[config.mk]
export PLATFORM = sky130hd
export DESIGN_NAME = instr_seq_ctrl
export DESIGN_NICKNAME = d
export VERILOG_FILES = /design/src/rtl/instr_seq_ctrl.sv
export SDC_FILE = /design/constraint.sdc
export NUM_CORES = 1
export LEC_CHECK = 0
export ABC_AREA = 1
export BUFFER_PORTS_ARGS = -buffer_cell sky130_fd_sc_hd__buf_2
export CAP_MARGIN = 0
export CORE_ASPECT_RATIO = 0.6
export CORE_MARGIN = 4
export CORE_UTILIZATION = 49
export CTS_CLUSTER_SIZE = 14
export DETAILED_ROUTE_END_ITERATION = 7
export PLACE_DENSITY = 0.79
export REMOVE_ABC_BUFFERS = 1
export SYNTH_ARGS = -nofsm -noshare
export SYNTH_HDL_FRONTEND = slang
export SYNTH_SLANG_ARGS = --single-unit
[constraint.sdc]
create_clock -name clock -period 1.47 [get_ports clock]
set_input_delay 0.294 -clock clock [delete_from_list [all_inputs] [get_ports clock]]
set_output_delay 0.294 -clock clock [all_outputs]
set_load 0.05 [all_outputs]
[src/rtl/instr_seq_ctrl.sv]
// Instruction sequencer: FETCH/DECODE/DELAY/NEXT loop with flag-conditional
// branches, HALT with resume, and a fixed per-instruction execution window.
//
// state   | meaning
// IDLE    | first cycle after reset release
// FETCH   | latch inst_in into ir
// DECODE  | exec_en strobe for ALU/move ops, clear delay counter
// DELAY   | wait EXEC_CYCLES cycles for the datapath
// NEXT    | resolve branch/halt, update pc
// HALT    | parked until resume
module instr_seq_ctrl #(
  parameter int PC_W        = 8,
  parameter int EXEC_CYCLES = 4
) (
  input  logic            clock,
  input  logic            system_reset,
  input  logic [31:0]     inst_in,
  input  logic            carry,
  input  logic            zero,
  input  logic            sign,
  input  logic            overflow,
  input  logic            resume,
  output logic [PC_W-1:0] pc,
  output logic [31:0]     ir,
  output logic            exec_en,
  output logic            halted,
  output logic [2:0]      state
);

  typedef enum logic [2:0] {
    S_IDLE   = 3'd0,
    S_FETCH  = 3'd1,
    S_DECODE = 3'd2,
    S_DELAY  = 3'd3,
    S_NEXT   = 3'd4,
    S_HALT   = 3'd5
  } state_t;

  localparam logic [3:0] DLY_LAST = 4'(EXEC_CYCLES - 1);
  localparam logic [4:0] OP_JMP   = 5'd12;
  localparam logic [4:0] OP_HLT   = 5'd21;

  state_t          state_q;
  logic [PC_W-1:0] pc_q;
  logic [PC_W-1:0] pc_d;
  logic [31:0]     ir_q;
  logic            exec_en_q;
  logic            halted_q;
  logic [3:0]      dly_q;
  logic [4:0]      op;
  logic            taken;

  assign op = ir_q[31:27];

  always_comb begin
    taken = 1'b0;
    case (op)
      5'd12:   taken = 1'b1;
      5'd13:   taken = carry;
      5'd14:   taken = !carry;
      5'd15:   taken = sign;
      5'd16:   taken = !sign;
      5'd17:   taken = zero;
      5'd18:   taken = !zero;
      5'd19:   taken = overflow;
      5'd20:   taken = !overflow;
      default: taken = 1'b0;
    endcase
  end

  // Branch targets take only the low PC_W bits; sequential flow wraps.
  always_comb begin
    pc_d = pc_q + 1'b1;
    if (taken) pc_d = ir_q[PC_W-1:0];
  end

  always_ff @(posedge clock or negedge system_reset) begin
    if (!system_reset) begin
      state_q   <= S_IDLE;
      pc_q      <= '0;
      ir_q      <= '0;
      exec_en_q <= 1'b0;
      halted_q  <= 1'b0;
      dly_q     <= '0;
    end else begin
      exec_en_q <= 1'b0;
      case (state_q)
        S_IDLE: state_q <= S_FETCH;
        S_FETCH: begin
          // exec_en is registered, so decode the opcode as it is latched.
          ir_q      <= inst_in;
          exec_en_q <= (inst_in[31:27] < OP_JMP);
          state_q   <= S_DECODE;
        end
        S_DECODE: begin
          dly_q   <= '0;
          state_q <= S_DELAY;
        end
        S_DELAY: begin
          if (dly_q == DLY_LAST) state_q <= S_NEXT;
          else                   dly_q   <= dly_q + 1'b1;
        end
        S_NEXT: begin
          if (op == OP_HLT) begin
            halted_q <= 1'b1;
            state_q  <= S_HALT;
          end else begin
            pc_q    <= pc_d;
            state_q <= S_FETCH;
          end
        end
        S_HALT: begin
          if (resume) begin
            pc_q     <= pc_q + 1'b1;
            halted_q <= 1'b0;
            state_q  <= S_FETCH;
          end
        end
        default: begin
          halted_q <= 1'b0;
          state_q  <= S_IDLE;
        end
      endcase
    end
  end

  assign pc      = pc_q;
  assign ir      = ir_q;
  assign exec_en = exec_en_q;
  assign halted  = halted_q;
  assign state   = state_q;

endmodule

==> results.md, run 1 <==
- Setup-failing EPs final: 0
- RD Place Congestion: 0.861
- Die area: 5840 um2
- Min-Delay Startpoint: inst_in[31]
- Iter 0 DRT Violations: ~100
- # DRC: 0
- Initial antenna violation count: 0
- DR vias/cell: between 4 and 5
- WL/cell: approximately 14 um
- Die width: 96.0 um
- Post-Syn Instances: 244
- Period minus WS final: between 1000 and 1500 ps
- Outcome: completed
- Hold Crit Depth: 2
- # fillers: 330
- Gr ovfl total: 0
- Routed Antenna Nets: 0
- Netlist cell types: 25
- Total track usage: 0.194
- Post-Syn Area: 2280 um2
- Worst Slack Setup Final: 15.6 ps
- Routed WL: 5.71 mm
- CP Capture Type: flip-flop
- Period utilization: 0.989
- Synth warn: 0
- Post-synth EDFFs: 0
- CTS clk-pin slew, worst paths: roughly 90 ps
- Slowest stage delay, CP: 390 ps
- Initial Util: 0.529
- Final hold violations: 0
- Yosys top cell by area: dfrtp_1
- Reg2reg end: pc[5]$_DFFE_PN0P_
- Ant. Diodes: 0
- First-pass GRT wire length: roughly 8.5 mm
- Crit path DAT: 1660 ps
- Hold WC Path Type: primary input to flip-flop
- CTS tree: built
- Critical path, cell by cell: buf_6, nand2_4, nor2_4, nand3_1, nand2_1, nand2_2, nand2_4, nand3_1, nand3_1, nand2_1
- Worst Hold Margin: 160 ps
- Critical R2R Launch: ir[30]$_DFFE_PN0P_
- Sequential cell area fraction in the yosys report: 0.538
- Root Buffer: clkbuf_8
- Final non-filler cell area: 3090 um2
- Worst clock skew: 8.97 ps
- Worst setup SP type: flip-flop
- CP Data Required Time: 1670 ps
- CP most frequent cell: nand3_1
- Rows: 18
- Num CTS Buffers: 5
- Ys async rst share: 1.00
- Final Max Slew Viols: 0
- Top cell type's share of synthesized area: 0.538
- CTS max path bufs: 2
- H-tree depth: 2
- WS Path Type: flip-flop to flip-flop
- Synth-to-Final Area Change: 35.6%
- Core area: between 4000 and 5000 um2
- Reg2Reg Setup Slack: around 16 ps
- Post-synth top cells: dfrtp_1 (49), nand2_1 (49), nand3_1 (27)
- Synth top area cells: dfrtp_1 (54%), mux2_2 (9.9%), nand2_1 (8.1%)
- Syn Area/Cell: 9.33 um2
- Max cap viols: 0
- Reg2reg path depth: 10
- Worst slew pin tran: 315 ps
- Crit path max fanout: 5
- Slowest cell on crit path: dfrtp_1
- Dpl ws: -11.7 ps
- HPWL after DPL: around 4.0 mm
- Worst Hold End: exec_en$_DFF_PN0_
- Share of post-route cells with drive strength above 1: 0.496
- Nets: 383
- Slew HR: 0.788
- First drt pass iteration count: 4
- Total I/O pin count: 84
- Largest net degree at the start of global routing: 50
- Fmax: 0.688 GHz
- Yosys reg bits: 49
- PortBufs: 83
- Die Ht: ~60 um
- Placed cell areas: 2840 um2
- Vias: 2,009
- Ys flop type: dfrtp_1
- Skew-Pair Late Insertion Delay: roughly 300 ps
- TritonCTS Sinks: 49
- Vias in the first global route: 1,863
-- routing by layer --
metal	share of wire	vias to the layer above	GRT usage
met5	0	-	0
met4	0.017	0	0.0628
met3	0.13	13	0.0954
li1	-	979	-
met1	0.41	916	0.251
met2	0.44	101	0.287
-- area by class of cell --
type / instances / area [um2] / share of cell area
Timing Repair Buffer: 95 / 541 / 0.175
Tap cell: 60 / 75.1 / 0.0243
Clock inverter: 2 / 13.8 / 0.00446
Multi-Input combinational cell: 163 / 1040 / 0.335
Clock buffer: 6 / 82.6 / 0.0267
Inverter: 28 / 105 / 0.0340
Sequential cell: 49 / 1230 / 0.400
-- per-stage QoR --
stage | util | TNS, ps | std cells
floorplan | - | -14940 | 239
global placement | 0.659 | 0 | 391
detailed placement | 0.659 | -20.9 | 391
CTS | 0.685 | 0 | 400
global route | 0.718 | -228 | 403
finish | 0.718 | 0 | 403
-- flip-flops by register name (all words and copies together), names as in the netlist --
register	flops
ir	32
pc	8
dly_q	4
state	3
exec_en	1
halted	1
-- worst max-delay path: cells and delay by family, from the launching register on --
| family | cells | cell delay [ps] |
|---|---|---|
| flops | 1 | 390 |
| buf+inv | 1 | 120 |
| simple gates | 9 | 830 |
-- worst max path at each step --
stage,startpoint,endpoint,slack [ps],cells after the start
after floorplan,state[0]$_DFFE_PN0P_,ir[10]$_DFFE_PN0P_,-450,2
after global placement,state[2]$_DFFE_PN0P_,pc[1]$_DFFE_PN0P_,30,9
after global routing,ir[30]$_DFFE_PN0P_,pc[3]$_DFFE_PN0P_,-50,10
after CTS,state[2]$_DFFE_PN0P_,pc[0]$_DFFE_PN0P_,10,9
final,ir[30]$_DFFE_PN0P_,pc[5]$_DFFE_PN0P_,20,10
after detailed placement,ir[27]$_DFFE_PN0P_,pc[5]$_DFFE_PN0P_,-10,9
-- layout by cell type (no fill, tap or decap), types with 3 or more instances in the layout --
cell type	n
a21oi_1	15
inv_1	18
nand2_4	3
nand2_2	11
mux2_2	20
xor2_1	5
nand3_2	5
clkbuf_8	6
buf_4	7
nor2_1	20
nor2_4	4
nand3_1	23
dfrtp_1	42
inv_2	10
nand2_1	39
buf_2	83
dfrtp_2	7
-- cells by family (layout without fill, tap and decap cells) --
logic type,after synthesis,count (layout),synth area share
and+or+nand+nor,114,115,0.225
adders and majority gates,2,2,0.0110
AOI/OAI and AO/OA,19,19,0.0434
DFF,49,49,0.538
xor gates and xnor gates,7,7,0.0269
buffers and inverters,33,131,0.0566
muxes,20,20,0.0989
-- what timing repair did --
| item | CTS | global route |
|---|---|---|
| pin swaps | 0 | 8 |
| buffers inserted | 0 | 2 |
| cloned | 0 | 1 |
| endpoints found under the setup margin | 8 | 8 |
| hold endpoints to repair | 49 | 0 |
| gates resized for setup | 2 | 43 |
| hold buffers | 1 | 0 |
Power of run 1 is left out: the tool's default activity adds up to more than one toggle a clock period on the data nets, which glitch-free logic cannot reach.
==> inputs of run 2 (changes only) <==
--- a/config.mk
+++ b/config.mk
@@ -10,10 +10,11 @@
 export CAP_MARGIN = 0
 export CORE_ASPECT_RATIO = 0.6
 export CORE_MARGIN = 4
-export CORE_UTILIZATION = 49
+export CORE_UTILIZATION = 51
+export CTS_BUF_LIST = sky130_fd_sc_hd__clkbuf_8
 export CTS_CLUSTER_SIZE = 14
 export DETAILED_ROUTE_END_ITERATION = 7
-export PLACE_DENSITY = 0.79
+export PLACE_DENSITY = 0.82
 export REMOVE_ABC_BUFFERS = 1
 export SYNTH_ARGS = -nofsm -noshare
 export SYNTH_HDL_FRONTEND = slang
==> run 2 against run 1 <==
Register-to-register slack improved by 30 ps. Global-route usage rose by 1.5 points. First-iteration DRC count rose by 1.0%. Critical path depth fell by 3. Worst hold slack improved by 3.9 ps. Non-clock buffer count did not move. Utilization fell by 0.19 points. Maximum frequency rose by 1.8%.
==> results.md, run 2 (synthesized netlist as in run 1, its figures left out) <==
- Outcome: completed
- TritonCTS Sinks: between 40 and 50
- Worst setup SP type: flip-flop
- Period utilization: 0.972
- Core area: 4210 um2
- DR vias/cell: 4.96
- Max cap viols: 0
- Routed Antenna Nets: 0
- Share of post-route cells with drive strength above 1: 0.431
- CP Capture Type: flip-flop
- Fmax: 0.700 GHz
- Vias in the first global route: slightly below 2,000
- WL/cell: 13.9 um
- # DRC: 0
- Slowest stage delay, CP: 440 ps
- Total track usage: 0.209
- Vias: 1,998
- Final Max Slew Viols: 0
- # fillers: 354
- HPWL after DPL: 4.05 mm
- Root Buffer: clkbuf_8
- Die area: between 5000 and 6000 um2
- Commonest non-fill, non-tap cell in the layout: buf_2
- Final hold violations: 0
- Final non-filler cell area: just over 3000 um2
- Synth-to-Final Area Change: 32.4%
- Ant. Diodes: 0
- CTS clk-pin slew, worst paths: ~90 ps
- Initial antenna violation count: 0
- Nets: 383
- Worst slew pin tran: 263 ps
- Crit path DAT: roughly 1600 ps
- Iter 0 DRT Violations: 99
- Placed cell areas: 2820 um2
- Crit path max fanout: 4
- Setup-failing EPs final: 0
- Critical path, cell by cell: buf_4, nor3_4, nand2_2, nand2_1, nand2_1, o21ai_1, a21oi_1
- Die width: around 94 um
- Rows: 18
- Slowest cell on crit path: dfrtp_2
- RSZ-0062 raised after global routing: true
- Num CTS Buffers: 5
- CTS max path bufs: 2
- Worst clock skew: 5.38 ps
- Max reg flops: 32
- First-pass GRT wire length: 8.91 mm
- Routed WL: 5.60 mm
- CP most frequent cell: nand2_1
- First drt pass iteration count: 4
- Slew HR: 0.825
- H-tree depth: 2
- CTS tree: built
- Period minus WS final: 1430 ps
- Skew-Pair Late Insertion Delay: 300 ps
- Largest net degree at the start of global routing: 50
- Commonest cells after routing, fill and taps aside: buf_2 (83), nand2_1 (47), dfrtp_1 (46)
- Die Ht: 59.8 um
- PortBufs: 83
- CP Data Required Time: 1670 ps
- Total I/O pin count: between 80 and 90
- RD Place Congestion: between 0.8 and 0.9
- WS Path Type: flip-flop to flip-flop
- Hold WC Path Type: primary input to flip-flop
- Initial Util: 0.541
- Gr ovfl total: 0
## run 2: cell count changes in the layout (fill, tap and decap cells not counted), sizes merged
cell / change
inv: +1
clkbuf: -1
## run 2: final timing paths
| path | start | to | slack [ps] | depth (start not counted) |
|---|---|---|---|---|
| setup / recovery | state[2]$_DFFE_PN0P_ | dly_q[3]$_DFFE_PN0P_ | 40 | 7 |
| hold reg to reg | ir[15]$_DFFE_PN0P_ | ir[15]$_DFFE_PN0P_ | 510 | 1 |
| max in group asynchronous | system_reset | ir[27]$_DFFE_PN0P_ | 730 | 3 |
| hold / removal | inst_in[31] | exec_en$_DFF_PN0_ | 160 | 2 |
| setup reg to reg | state[2]$_DFFE_PN0P_ | dly_q[3]$_DFFE_PN0P_ | 40 | 7 |
| min in group asynchronous | system_reset | ir[29]$_DFFE_PN0P_ | 500 | 3 |
## run 2: through the flow
stage	hold slack, ps	setup slack, ps	util	instances	TNS, ps
after floorplan	-1.59	-452	-	239	-14940
after global placement	299	36.6	0.670	389	0
after detailed placement	299	-3.49	0.670	389	-4.96
after CTS	156	14.7	0.695	399	0
after global routing	158	-45.4	0.716	403	-241
final	164	41.4	0.716	403	0
## run 2: area by class of cell
class	instances	area, um2	share of cell area
clock buffer	5	68.8	0.0228
tap	60	75.1	0.0249
multi-input combinational	163	981	0.325
clock inverter	3	17.5	0.00581
timing repair buffer	95	533	0.177
inverter	28	110	0.0365
sequential	49	1230	0.408
## run 2: metal layers
| layer | routed length (um) | up-vias | global-route usage | share of wire |
|---|---|---|---|---|
| li1 | - | 982 | - | - |
| met1 | 2510 | 928 | 0.291 | 0.45 |
| met2 | 2370 | 79 | 0.290 | 0.42 |
| met3 | 629 | 9 | 0.0868 | 0.11 |
| met4 | 87 | 0 | 0.0782 | 0.016 |
| met5 | 0 | - | 0 | 0 |
## run 2: timing repair
action                                  in CTS  in global routing
hold endpoints to repair                    49                  0
endpoints found under the setup margin       6                 12
buffers inserted                             0                  4
hold buffers                                 1                  0
pin swaps                                    1                  5
cloned                                       1                  0
resized for setup                            2                 17
## run 2: worst max-delay path, delay by kind of cell (launching register included)
kind            cells  cell delay (ps)
simple gates        4              530
flops               1              440
compound gates      2              200
buf+inv             1              150
Power of run 2 is left out for the same reason.
==> inputs of run 3 (changes only) <==
--- a/config.mk
+++ b/config.mk
@@ -10,11 +10,11 @@
 export CAP_MARGIN = 0
 export CORE_ASPECT_RATIO = 0.6
 export CORE_MARGIN = 4
-export CORE_UTILIZATION = 51
+export CORE_UTILIZATION = 55
 export CTS_BUF_LIST = sky130_fd_sc_hd__clkbuf_8
 export CTS_CLUSTER_SIZE = 14
 export DETAILED_ROUTE_END_ITERATION = 7
-export PLACE_DENSITY = 0.82
+export PLACE_DENSITY = 0.88
 export REMOVE_ABC_BUFFERS = 1
 export SYNTH_ARGS = -nofsm -noshare
 export SYNTH_HDL_FRONTEND = slang
==> constraint.sdc (replaced) <==
create_clock -name clock -period 1.7 [get_ports clock]
set_input_delay 0.34 -clock clock [delete_from_list [all_inputs] [get_ports clock]]
set_output_delay 0.34 -clock clock [all_outputs]
set_load 0.05 [all_outputs]
==> run 3 against run 2 <==
The flow now finishes with violations (hold timing). Global-route usage grew 2.1 points. Final area shrank 5.1%. Worst setup slack gained 72 ps. Cell count shrank 6.0%. Clock skew grew 2.0 ps. First-iteration DRC count grew 53%. Sequential share of layout area grew 2.1 points. Maximum frequency shrank 10%. Register-to-register slack gained 70 ps. Largest cell class unchanged. Critical path depth grew 2. Non-clock buffer count shrank 10. Clock-buffer cell count is the same.
==> results.md, run 3 (synthesized netlist as in run 1, its figures left out) <==
- Gr ovfl total: 0
- Final Max Slew Viols: 0
- Period minus WS final: 1590 ps
- Final hold violations: 6
- WL/cell: 15.1 um
- Initial Util: 0.595
- Max cap viols: 0
- PortBufs: 83
- Initial antenna violation count: 0
- RSZ-0062 raised after global routing: false
- Routed WL: between 5 and 6 mm
- Crit path DAT: between 1500 and 2000 ps
- Commonest non-fill, non-tap cell in the layout: buf_2
- Die Ht: 57.8 um
- Skew-Pair Late Insertion Delay: 300 ps
- Placed cell areas: 2770 um2
- Rows: 17
- Period utilization: 0.933
- CTS clk-pin slew, worst paths: 90 ps
- CTS tree: built
- First drt pass iteration count: 4
- Outcome: finished, violations left
- Routed Antenna Nets: 0
- Slew HR: 0.813
- # DRC: 0
- Worst clock skew: 7.39 ps
- Die width: approximately 91 um
- Nets: ~370
- Final non-filler cell area: 2860 um2
- DR vias/cell: 5.26
- Vias in the first global route: 2,027
- Num CTS Buffers: 5
- Crit path max fanout: 9
- Largest net degree at the start of global routing: 50
- Ant. Diodes: 0
- Fmax: between 0.6 and 0.7 GHz
- Hold WC Path Type: primary input to asynchronous set/reset pin
- Failing checks: hold timing
- RD Place Congestion: 0.851
- Die area: 5270 um2
- H-tree depth: 2
- Iter 0 DRT Violations: 151
- Post-CTS Hold Fix Bufs: 0
- Setup-failing EPs final: 0
- Worst Hold Margin: -2.77 ps
- CTS max path bufs: 2
- HPWL after DPL: 4.29 mm
- WS Path Type: flip-flop to flip-flop
- Core area: between 3000 and 4000 um2
- Commonest cells after routing, fill and taps aside: buf_2 (83), nand2_1 (49), dfrtp_1 (48)
- Total track usage: 0.229
- Root Buffer: clkbuf_8
- First-pass GRT wire length: 9.61 mm
- Max reg flops: 32
- Total I/O pin count: 84
- TritonCTS Sinks: 49
- Synth-to-Final Area Change: 25.7%
- Worst slew pin tran: 279 ps
- Vias: 1,993
- CP Capture Type: flip-flop
- CP Data Required Time: 1940 ps
- Share of post-route cells with drive strength above 1: 0.395
- Worst setup SP type: flip-flop
-- run 3: cell types whose count changed in the layout (fill, tap and decap cells not counted), moves of 2 or more --
cell / before / now
buf_4: 9 / 0
nand2_1: 47 / 49
nand2_4: 2 / 0
dfrtp_1: 46 / 48
dfrtp_2: 3 / 1
-- run 3: path summary, 6_finish.rpt --
check	startpoint	slack, ps	endpoint	cells after the start
setup / recovery	ir[28]$_DFFE_PN0P_	110	pc[0]$_DFFE_PN0P_	9
hold / removal	system_reset	-3	state[0]$_DFFE_PN0P_	2
setup reg to reg	ir[28]$_DFFE_PN0P_	110	pc[0]$_DFFE_PN0P_	9
hold reg to reg	halted$_DFFE_PN0P_	500	halted$_DFFE_PN0P_	2
max in group asynchronous	system_reset	1440	ir[27]$_DFFE_PN0P_	2
min in group clock	inst_in[31]	210	exec_en$_DFF_PN0_	2
-- run 3: what timing repair did --
action | 4_1_cts | 5_1_grt
setup buffers | 0 | 0
endpoints found under the setup margin | 0 | 8
resized for setup | 0 | 2
hold endpoints to repair | 0 | 0
-- run 3: cell type report --
| type | count | area, um2 |
|---|---|---|
| well taps | 47 | 58.8 |
| inverters | 28 | 105 |
| clock inverters | 3 | 21.3 |
| clock buffers | 5 | 68.8 |
| multi-input cells | 162 | 925 |
| fillers | 280 | 967 |
| repair buffers | 85 | 455 |
| flip-flops and latches | 49 | 1230 |
-- run 3: layer usage --
metal  GRT usage  part of all wire  vias to the layer above
met1       0.282              0.40                      926
met4      0.0451            0.0026                        0
met3       0.108              0.14                        4
met2       0.377              0.46                      105
met5           0                 0                        -
li1            -                 -                      958
-- run 3: per-stage QoR --
stage          setup slack (ps)  TNS, ps  utilization  std cells
2_1_floorplan              -222    -5370            -        239
3_3_place_gp                246        0        0.723        371
3_5_place_dp                180        0        0.723        371
4_1_cts                     121        0        0.746        379
5_1_grt                    17.0        0        0.747        379
6_report                    113        0        0.747        379
-- run 3: worst max-delay path, stage by stage, from the launching register on --
cell     delay, ps
dfrtp_1        460
inv_1          150
nand3_1         90
a21oi_1        150
nor2_1          70
nand2_2        170
nand2_2        170
nand2_1        100
nand3_1         80
nand2_1         80
Power of run 3 is left out for the same reason.
